## src/rtl/ivt_region_guard_pkg.sv

```systemverilog
// rtl/ivt_region_guard_pkg.sv - shared state encoding and default sizes for the IVT region guard
package ivt_guard_pkg;

    localparam int AW_DEF   = 16;
    localparam int NREG_DEF = 2;
    localparam int CNTW_DEF = 8;

    // Encoding kept identical to the original single-window monitor.
    typedef enum logic {
        EXEC  = 1'b0,
        ABORT = 1'b1
    } state_e;

endpackage

```

## src/rtl/ivt_region_guard_if.sv

```systemverilog
// rtl/ivt_region_guard_if.sv - CPU/DMA observation bus and guard status outputs
import ivt_guard_pkg::*;

interface ivt_region_guard_if #(
    parameter int AW   = AW_DEF,
    parameter int NREG = NREG_DEF,
    parameter int CNTW = CNTW_DEF
);
    logic [AW-1:0]      pc;
    logic [AW-1:0]      data_addr;
    logic               data_en;
    logic [AW-1:0]      dma_addr;
    logic               dma_en;
    logic [AW-1:0]      ER_min;
    logic [AW-1:0]      ER_max;
    logic [NREG*AW-1:0] reg_min;
    logic [NREG*AW-1:0] reg_max;
    logic [NREG-1:0]    reg_en;
    logic               viol_clr;
    logic               exec;
    logic [NREG-1:0]    viol_flags;
    logic [CNTW-1:0]    abort_cnt;

    modport master (
        output pc, data_addr, data_en, dma_addr, dma_en, ER_min, ER_max,
               reg_min, reg_max, reg_en, viol_clr,
        input  exec, viol_flags, abort_cnt
    );

    modport slave (
        input  pc, data_addr, data_en, dma_addr, dma_en, ER_min, ER_max,
               reg_min, reg_max, reg_en, viol_clr,
        output exec, viol_flags, abort_cnt
    );
endinterface

```

## src/rtl/ivt_region_guard_region_cmp.sv

```systemverilog
// rtl/ivt_region_guard_region_cmp.sv - inclusive unsigned window hit for one protected region
module region_cmp #(
    parameter int AW = 16
) (
    input  logic [AW-1:0] data_addr,
    input  logic          data_en,
    input  logic [AW-1:0] dma_addr,
    input  logic          dma_en,
    input  logic [AW-1:0] win_min,
    input  logic [AW-1:0] win_max,
    input  logic          win_en,
    output logic          hit
);
    logic data_in;
    logic dma_in;

    // An inverted window (min > max) can never satisfy both bounds, so it never hits.
    assign data_in = (data_addr >= win_min) && (data_addr <= win_max);
    assign dma_in  = (dma_addr >= win_min) && (dma_addr <= win_max);
    assign hit     = win_en && ((data_en && data_in) || (dma_en && dma_in));
endmodule

```

## src/rtl/ivt_region_guard.sv

```systemverilog
// rtl/ivt_region_guard.sv - multi-window IVT guard: exec FSM, ER-change detect, sticky flags, abort counter
// Optional PC_BOUND_EN: abort when pc leaves [ER_min, ER_max] except on a legal exit from ER_max.
module ivt_region_guard
    import ivt_guard_pkg::*;
#(
    parameter int AW   = AW_DEF,
    parameter int NREG = NREG_DEF,
    parameter int CNTW = CNTW_DEF
) (
    input logic               clk,
    input logic               puc_rst,
    ivt_region_guard_if.slave bus
);
    state_e          state_q, state_d;
    logic            exec_q, exec_d;
    logic [AW-1:0]   er_min_q, er_max_q;
    logic [NREG-1:0] flags_q, flags_d;
    logic [CNTW-1:0] cnt_q, cnt_d;
    logic [NREG-1:0] hit;
    logic            hit_any, er_chg, change, abort_inc;
    logic            pc_out, legal_exit;

    for (genvar i = 0; i < NREG; i++) begin : g_win
        region_cmp #(.AW(AW)) u_cmp (
            .data_addr (bus.data_addr),
            .data_en   (bus.data_en),
            .dma_addr  (bus.dma_addr),
            .dma_en    (bus.dma_en),
            .win_min   (bus.reg_min[i*AW +: AW]),
            .win_max   (bus.reg_max[i*AW +: AW]),
            .win_en    (bus.reg_en[i]),
            .hit       (hit[i])
        );
    end

    assign hit_any = |hit;
    assign er_chg  = (bus.ER_min != er_min_q) || (bus.ER_max != er_max_q);
    assign change  = hit_any || er_chg;

`ifdef PC_BOUND_EN
    logic [AW-1:0] prev_pc_q;

    always_ff @(posedge clk or posedge puc_rst) begin
        if (puc_rst) prev_pc_q <= '0;
        else         prev_pc_q <= bus.pc;
    end

    assign pc_out     = (bus.pc < bus.ER_min) || (bus.pc > bus.ER_max);
    assign legal_exit = (prev_pc_q == bus.ER_max);
`else
    assign pc_out     = 1'b0;
    assign legal_exit = 1'b0;
`endif

    always_comb begin
        state_d   = state_q;
        abort_inc = 1'b0;
        case (state_q)
            ABORT: if ((bus.pc == bus.ER_min) && !change) state_d = EXEC;
            EXEC: begin
                if (change || pc_out) begin
                    state_d   = ABORT;
                    // Leaving through ER_max is a normal return, not an attack.
                    abort_inc = change || !legal_exit;
                end
            end
            default: state_d = ABORT;
        endcase
    end

    always_comb begin
        exec_d  = (state_d == EXEC);
        flags_d = (bus.viol_clr ? '0 : flags_q) | hit;
        cnt_d   = bus.viol_clr ? '0 : cnt_q;
        if (abort_inc) begin
            if (bus.viol_clr)         cnt_d = CNTW'(1);
            else if (~&cnt_q)         cnt_d = cnt_q + CNTW'(1);
        end
    end

    always_ff @(posedge clk or posedge puc_rst) begin
        if (puc_rst) begin
            state_q  <= ABORT;
            exec_q   <= 1'b0;
            er_min_q <= '0;
            er_max_q <= '0;
            flags_q  <= '0;
            cnt_q    <= '0;
        end else begin
            state_q  <= state_d;
            exec_q   <= exec_d;
            er_min_q <= bus.ER_min;
            er_max_q <= bus.ER_max;
            flags_q  <= flags_d;
            cnt_q    <= cnt_d;
        end
    end

    assign bus.exec       = exec_q;
    assign bus.viol_flags = flags_q;
    assign bus.abort_cnt  = cnt_q;
endmodule

```

## src/flat_wrapper.sv

```systemverilog
// flat-port wrapper written by rule: the top's interface ports become plain ports
module ivt_region_guard_flat import ivt_guard_pkg::*;
#(
    parameter int AW   = AW_DEF,
    parameter int NREG = NREG_DEF,
    parameter int CNTW = CNTW_DEF
)
  (clk, puc_rst, bus_pc, bus_data_addr, bus_data_en, bus_dma_addr, bus_dma_en, bus_ER_min, bus_ER_max, bus_reg_min, bus_reg_max, bus_reg_en, bus_viol_clr, bus_exec, bus_viol_flags, bus_abort_cnt);
  ivt_region_guard_if #(.AW(AW), .NREG(NREG), .CNTW(CNTW)) bus_i ();
  input logic clk;
  input logic puc_rst;
  input wire logic [$bits(bus_i.pc)-1:0] bus_pc;
  input wire logic [$bits(bus_i.data_addr)-1:0] bus_data_addr;
  input wire logic [$bits(bus_i.data_en)-1:0] bus_data_en;
  input wire logic [$bits(bus_i.dma_addr)-1:0] bus_dma_addr;
  input wire logic [$bits(bus_i.dma_en)-1:0] bus_dma_en;
  input wire logic [$bits(bus_i.ER_min)-1:0] bus_ER_min;
  input wire logic [$bits(bus_i.ER_max)-1:0] bus_ER_max;
  input wire logic [$bits(bus_i.reg_min)-1:0] bus_reg_min;
  input wire logic [$bits(bus_i.reg_max)-1:0] bus_reg_max;
  input wire logic [$bits(bus_i.reg_en)-1:0] bus_reg_en;
  input wire logic [$bits(bus_i.viol_clr)-1:0] bus_viol_clr;
  output wire logic [$bits(bus_i.exec)-1:0] bus_exec;
  output wire logic [$bits(bus_i.viol_flags)-1:0] bus_viol_flags;
  output wire logic [$bits(bus_i.abort_cnt)-1:0] bus_abort_cnt;
  assign bus_i.pc = bus_pc;
  assign bus_i.data_addr = bus_data_addr;
  assign bus_i.data_en = bus_data_en;
  assign bus_i.dma_addr = bus_dma_addr;
  assign bus_i.dma_en = bus_dma_en;
  assign bus_i.ER_min = bus_ER_min;
  assign bus_i.ER_max = bus_ER_max;
  assign bus_i.reg_min = bus_reg_min;
  assign bus_i.reg_max = bus_reg_max;
  assign bus_i.reg_en = bus_reg_en;
  assign bus_i.viol_clr = bus_viol_clr;
  assign bus_exec = bus_i.exec;
  assign bus_viol_flags = bus_i.viol_flags;
  assign bus_abort_cnt = bus_i.abort_cnt;
  ivt_region_guard #(.AW(AW), .NREG(NREG), .CNTW(CNTW)) u_core (.clk(clk), .puc_rst(puc_rst), .bus(bus_i));
endmodule
```

## config.mk

```make
export PLATFORM = sky130hd
export DESIGN_NAME = ivt_region_guard_flat
export DESIGN_NICKNAME = d
export VERILOG_FILES = /design/src/rtl/ivt_region_guard_pkg.sv /design/src/rtl/ivt_region_guard_if.sv /design/src/rtl/ivt_region_guard_region_cmp.sv /design/src/rtl/ivt_region_guard.sv /design/src/flat_wrapper.sv
export SDC_FILE = /design/constraint.sdc
export NUM_CORES = 1
export LEC_CHECK = 0
export CAP_MARGIN = 20
export CORE_MARGIN = 1
export CORE_UTILIZATION = 45
export CTS_BUF_LIST = sky130_fd_sc_hd__clkbuf_2 sky130_fd_sc_hd__clkbuf_4 sky130_fd_sc_hd__clkbuf_8
export DETAILED_ROUTE_END_ITERATION = 8
export GPL_TIMING_DRIVEN = 0
export PLACE_DENSITY_LB_ADDON = 0.3
export SYNTH_ARGS = -nofsm -noshare
export SYNTH_HDL_FRONTEND = slang
export SYNTH_HIERARCHICAL = 1
export SYNTH_SLANG_ARGS = --single-unit
```

## constraint.sdc

```tcl
create_clock -name clk -period 2.55 [get_ports clk]
set_input_delay 0.765 -clock clk [delete_from_list [all_inputs] [get_ports clk]]
set_output_delay 0.765 -clock clk [all_outputs]
set_load 0.02 [all_outputs]
```

==> results.json, run 1 <==
{
  "status": "complete, but fails checks",
  "violations": "setup timing",
  "setup_tns_ns": -8.76,
  "layout_min_cycle_time_ns": 3.43,
  "fin_ws_ns": -0.881,
  "period_share_pct": 135,
  "syn_to_final_growth_pct": 66.0,
  "critPathLaunchType": "input pin",
  "worstSetupPathType": "in -> reg",
  "ys_ff_latch": 44,
  "clkSinkCount": 44,
  "htree_num_levels": 2,
  "yosysTopAreaCellShare_pct": 32.6,
  "synth_edf_count": 0,
  "p_sw_mw": 0.832,
  "slew_headroom_pct": 39.6,
  "yosys_warnings": 6,
  "min_path_type": "reg -> reg",
  "clock_latency_ns": 0.30,
  "grt_use_total_pct": 29.5,
  "fin_nets": 1032,
  "num_rows": 37,
  "yosys-top-cells-count": "ha_1 (129), inv_1 (76), a21oi_1 (46)",
  "dieArea_sq_um": 11400,
  "wl_microns": 17300,
  "drc": 0,
  "comb_power_share_pct": 48.0,
  "cp-end-kind": "flop",
  "syn_avg_cell_area_sq_um": 9.06,
  "portBuffers": 161,
  "root_buffer": "clkbuf_8",
  "dieWidth_microns": 107,
  "fmax_mhz": 291,
  "cp.arrival_ns": 3.62,
  "hold_buffers": 0,
  "final_util_pct": 78.2,
  "swShare_pct": 33.7,
  "core_sq_um": 10500,
  "seq_area_frac_synth_pct": 22.3,
  "finalHoldViolations": 0,
  "clkSlewWorstSetupHoldPaths_ns": 0.09,
  "use_met1_pct": 35.3,
  "p_per_area_nw_per_um2": 300,
  "synth_cells": 547,
  "gp_congestion": 0.965,
  "rsz0062_at_grt": "yes",
  "grt_use_met3_pct": 4.38,
  "ys_types": 43,
  "holdWs_ns": 0.529,
  "finClkSkew_ns": 0.0108,
  "synth_top_area_cell": "ha_1",
  "tightest_slew_ns": 0.904,
  "grt_util_met2_pct": 52.0,
  "grt_pass1_vias": 5447,
  "p_seq_share_pct": 30.2,
  "routed_via_density": 5.82,
  "post-dp-hpwl_microns": 12500,
  "ys.flop_type": "dfrtp_1",
  "setup_viol": 12,
  "cts_tree": "done",
  "syn_nets": 827,
  "grt_pass1_wl_microns": 26200,
  "final_max_slew_viol_count": 0,
  "vias": 5171,
  "clockBufferDepth": 2,
  "grt_max_degree": 45,
  "crit_fanout": 5,
  "overflow": 0,
  "yosysMostFrequentCell": "ha_1",
  "max-vdd-ir-drop_v": 0.000324,
  "grt_antenna_before_repair": 0,
  "io_pins": 162,
  "p_int_mw": 1.63,
  "diodes": 0,
  "ant_nets": 0,
  "start_util_pct": 47.1,
  "cts_made_buffers": 5,
  "wl_per_cell_microns": 19.4,
  "p_clk_share_pct": 21.8,
  "drtIter0Drc": 260,
  "async_flop_share_pct": 100,
  "synthTopCellsByArea": "ha_1 (33%), dfrtp_1 (22%), inv_1 (5.8%), xnor2_1 (5.5%), a21oi_1 (4.6%)",
  "die_h_microns": 107,
  "top_usage_layer": "met2",
  "drive_gt1_share_pct": 36.7,
  "drt_first_pass_iters": 5,
  "netlist_area_sq_um": 4950,
  "cap_viol_max_count": 0,
  "preCtsSetupSlack_ns": -1.78,
  "p_leak_nw": 3.58,
  "worst_ep_required_time_ns": 2.74
}
## power groups by stage
| stage | clock network (mW) | registers [mW] | logic, mW |
|---|---|---|---|
| finish | 0.538 | 0.744 | 1.18 |
| global route | 0.588 | 0.747 | 1.28 |
| detailed placement | 0 | 0.758 | 0.881 |
| floorplan | 0 | 0.760 | 0.442 |
| CTS | 0.554 | 0.744 | 1.08 |
| global placement | 0 | 0.757 | 0.841 |
## cell usage in the layout, fill, tap and decap left out, types with 28 or more instances in the layout
| cell | netlist | routed |
|---|---|---|
| dfrtp_1 | 43 | 43 |
| ha_1 | 129 | 66 |
| ha_4 | 0 | 58 |
| xnor2_1 | 31 | 31 |
| buf_4 | 0 | 36 |
| clkdlybuf4s50_1 | 0 | 73 |
| a21oi_1 | 46 | 35 |
| nand4_1 | 28 | 28 |
| dlygate4sd2_1 | 0 | 34 |
| inv_2 | 0 | 47 |
## state kept, by name, summed over array words and instances, names as in the netlist
register / flops
u_core/bus.abort_cnt: 8
u_core/bus.exec: 1
u_core/er_max_q: 16
u_core/er_min_q: 16
u_core/state_q: 1
u_core/bus.viol_flags: 2
## timing repair
item	in CTS	in global routing
setup endpoints to repair	12	12
gates resized for setup	458	40
pin swaps	87	19
hold endpoints to repair	0	0
buffers inserted	28	9
gates cloned	0	0
## cell type report
cell class / instances / area [sq um]
buffer: 2 / 7.51
sequential: 44 / 1100
tap: 136 / 170
fill: 660 / 2290
clock buffer: 5 / 68.8
timing repair buffer: 198 / 1810
multi-input combinational: 425 / 4690
inverter: 76 / 323
clock inverter: 3 / 46.3
## kinds of logic after synthesis
logic type / Yosys count / synth area share [%]
and+or+nand+nor: 131 / 14.5
adders and majority gates: 129 / 32.6
AOI/OAI and AO/OA: 113 / 15.3
buffers and inverters: 78 / 5.91
xor gates and xnor gates: 48 / 8.49
DFF: 44 / 22.3
muxes: 4 / 0.960
## path summary, 6_finish.rpt
| kind | startpoint | to | slack, ns | cells after the start |
|---|---|---|---|---|
| setup / recovery | bus_reg_max[13] | u_core/bus.abort_cnt[7] | -0.88 | 13 |
| hold / removal | u_core/bus.viol_flags[0] | u_core/bus.viol_flags[0] | 0.53 | 1 |
| setup reg to reg | u_core/bus.abort_cnt[2] | u_core/bus.abort_cnt[2] | 0.51 | 5 |
| hold reg to reg | u_core/bus.viol_flags[0] | u_core/bus.viol_flags[0] | 0.53 | 1 |
| max in group asynchronous | puc_rst | u_core/er_min_q[3] | 1.00 | 2 |
| min in group asynchronous | puc_rst | u_core/bus.abort_cnt[7] | 0.97 | 2 |
## critical path, stage by stage
cell and delay (ns):
buf_8 0.08, inv_6 0.03, ha_4 0.26, nand4_1 0.30
nor4_4 0.32, a21boi_2 0.25, o31a_1 0.18, o32ai_4 0.11
or3_4 0.42, nor4_4 0.17, and3_4 0.34, nor4_4 0.07
mux2_4 0.32
## stage by stage
step / instances / cell area (sq um) / power, mW
floorplan: 547 / 5070 / 1.20
global placement: 844 / 6860 / 1.60
detailed placement: 844 / 6860 / 1.64
CTS: 880 / 8000 / 2.38
global route: 889 / 8220 / 2.62
finish: 889 / 8220 / 2.47
## metal layers
layer / wire length, microns / vias to the layer above
li1: - / 2414
met1: 6730 / 2424
met2: 8370 / 265
met3: 1320 / 68
met4: 858 / 0
met5: 0 / -
No activity file was read; power rests on OpenSTA's default activity.
==> run 2: changes to the inputs <==
--- a/config.mk
+++ b/config.mk
@@ -5,7 +5,6 @@
 export SDC_FILE = /design/constraint.sdc
 export NUM_CORES = 1
 export LEC_CHECK = 0
-export CAP_MARGIN = 20
 export CORE_MARGIN = 1
 export CORE_UTILIZATION = 45
 export CTS_BUF_LIST = sky130_fd_sc_hd__clkbuf_2 sky130_fd_sc_hd__clkbuf_4 sky130_fd_sc_hd__clkbuf_8
==> results of run 2 <==
Final layout, timing and power as in run 1 (identical DEF).
==> run 3: changes to the inputs <==
--- a/config.mk
+++ b/config.mk
@@ -11,6 +11,8 @@
 export DETAILED_ROUTE_END_ITERATION = 8
 export GPL_TIMING_DRIVEN = 0
 export PLACE_DENSITY_LB_ADDON = 0.3
+export SETUP_SLACK_MARGIN = 0.5
+export SLEW_MARGIN = 15
 export SYNTH_ARGS = -nofsm -noshare
 export SYNTH_HDL_FRONTEND = slang
 export SYNTH_HIERARCHICAL = 1
==> run 3 against run 2 <==
  * The flow still finishes with violations (setup timing)
  * Power is 5.9% lower
  * Final cell count stayed put
  * Die area stayed put
==> results.json, run 3 (synthesis results as in run 1) <==
{
  "period_share_pct": 136,
  "post-dp-hpwl_microns": 13100,
  "htree_num_levels": 2,
  "drive_gt1_share_pct": 36.3,
  "worstSetupPathType": "in -> reg",
  "wl_microns": 17400,
  "routed_via_density": 5.80,
  "slew_headroom_pct": 59.6,
  "nFillCells": 666,
  "crit_fanout": 5,
  "routed-wl-met2_microns": 8780,
  "overflow": 0,
  "ant_nets": 0,
  "cts_made_buffers": 5,
  "tightest_slew_ns": 0.606,
  "violations": "setup timing",
  "final_max_slew_viol_count": 0,
  "setup_viol": 11,
  "final_cell_mix": "ha_4 (65), clkdlybuf4s50_1 (62), ha_1 (60)",
  "fin_nets": 1033,
  "met1Wirelength_microns": 6990,
  "dieWidth_microns": 107,
  "p_leak_nw": 3.62,
  "start_util_pct": 47.1,
  "io_pins": 162,
  "gp_congestion": 0.880,
  "p_per_area_nw_per_um2": 282,
  "cp.arrival_ns": 3.65,
  "dieArea_sq_um": 11400,
  "critPathLaunchType": "input pin",
  "grt_max_degree": 29,
  "clockBufferDepth": 2,
  "layout_commonest_cell": "ha_4",
  "clkSinkCount": 44,
  "grt_use_total_pct": 30.4,
  "drc": 0,
  "grt_pass1_vias": 5643,
  "finClkSkew_ns": 0.00567,
  "reg2reg_slack_ns": 0.63,
  "p_total_mw": 2.32,
  "fin_ws_ns": -0.927,
  "drt_first_pass_iters": 5,
  "clock_latency_ns": 0.29,
  "top_layer": "met4",
  "cts_tree": "done",
  "cp-end-kind": "flop",
  "fmax_mhz": 288,
  "grt_pass1_wl_microns": 27000,
  "diodes": 0,
  "grt_antenna_before_repair": 0,
  "rsz0062_at_grt": "yes",
  "status": "complete, but fails checks",
  "dr_wl_met3_microns": 1100,
  "num_rows": 37,
  "finalHoldViolations": 0,
  "die_h_microns": 107,
  "holdWs_ns": 0.489,
  "min_path_type": "reg -> reg",
  "vias": 5160,
  "root_buffer": "clkbuf_8",
  "wl_per_cell_microns": 19.5,
  "drtIter0Drc": 232,
  "core_sq_um": 10500,
  "clkSlewWorstSetupHoldPaths_ns": 0.07,
  "max-vdd-ir-drop_v": 0.000286,
  "layout_min_cycle_time_ns": 3.48,
  "portBuffers": 161,
  "cap_viol_max_count": 0,
  "area.sequential_sq_um": 1100,
  "multiInputGateArea_sq_um": 4690,
  "hold_buffers": 0,
  "syn_to_final_growth_pct": 65.9,
  "worst_ep_required_time_ns": 2.72
}
run 3: cell count changes in the layout (fill, tap and decap cells not counted), sizes merged, moves of 3 or more:
| cell | previous run | this run |
|---|---|---|
| buf | 83 | 77 |
| clkbuf | 8 | 12 |
| clkdlybuf4s15 | 7 | 10 |
| clkdlybuf4s50 | 73 | 62 |
| dlygate4sd2 | 34 | 43 |
| dlymetal6s2s | 0 | 3 |
run 3: path summary, 6_finish.rpt:
check | from | to | cells past startpoint
max in group asynchronous | puc_rst | u_core/er_min_q[6] | 3
hold / removal | u_core/bus.viol_flags[0] | u_core/bus.viol_flags[0] | 1
setup / recovery | bus_data_addr[10] | u_core/bus.abort_cnt[5] | 13
min in group asynchronous | puc_rst | u_core/bus.exec | 2
hold reg to reg | u_core/bus.viol_flags[0] | u_core/bus.viol_flags[0] | 1
setup reg to reg | u_core/bus.abort_cnt[2] | u_core/bus.abort_cnt[5] | 5
run 3: cell type report:
cell class | count | share of cell area (%)
buffer | 2 | 0.0913
clock buffer | 6 | 0.929
clock inverter | 1 | 0.0609
inverter | 76 | 4.05
multi-input combinational | 425 | 57.1
sequential | 44 | 13.4
tap | 136 | 2.07
timing repair buffer | 199 | 22.3
run 3: routing by layer:
layer | global-route usage [%] | vias to the layer above
li1 | - | 2408
met1 | 36.1 | 2466
met2 | 56.0 | 234
met3 | 4.86 | 52
met4 | 8.71 | 0
met5 | 0 | -
run 3: worst max-delay path: stages:
cell      delay, ns
buf_12         0.11
buf_12         0.11
ha_4           0.25
nand4_1        0.27
nor4_4         0.41
a21boi_2       0.23
o31a_1         0.19
o32ai_2        0.10
or3_4          0.36
nor4_4         0.15
and3_4         0.31
nor4_4         0.07
mux2_4         0.32
run 3: power by group:
part           switching, mW  internal [mW]
Sequential            0.0150          0.728
Clock                  0.220          0.197
Combinational          0.564          0.597
run 3: per-stage QoR:
| stage | cells | instance area [sq um] | TNS (ns) | setup slack, ns | util [%] |
|---|---|---|---|---|---|
| CTS | 887 | 8100 | -7.01 | -0.792 | 77.1 |
| global route | 889 | 8220 | -8.92 | -0.958 | 78.2 |
| finish | 889 | 8220 | -8.38 | -0.927 | 78.2 |
| floorplan | 547 | 5360 | -5.65 | -0.672 | - |
| detailed placement | 845 | 7160 | -16.96 | -1.67 | 68.2 |
| global placement | 844 | 7140 | -19.07 | -1.64 | 68.0 |
run 3: timing repair:
item                                    CTS  global route
endpoints found under the setup margin   19            15
pin swaps                                81            17
buffers inserted                         35             2
gates resized for setup                 400            35
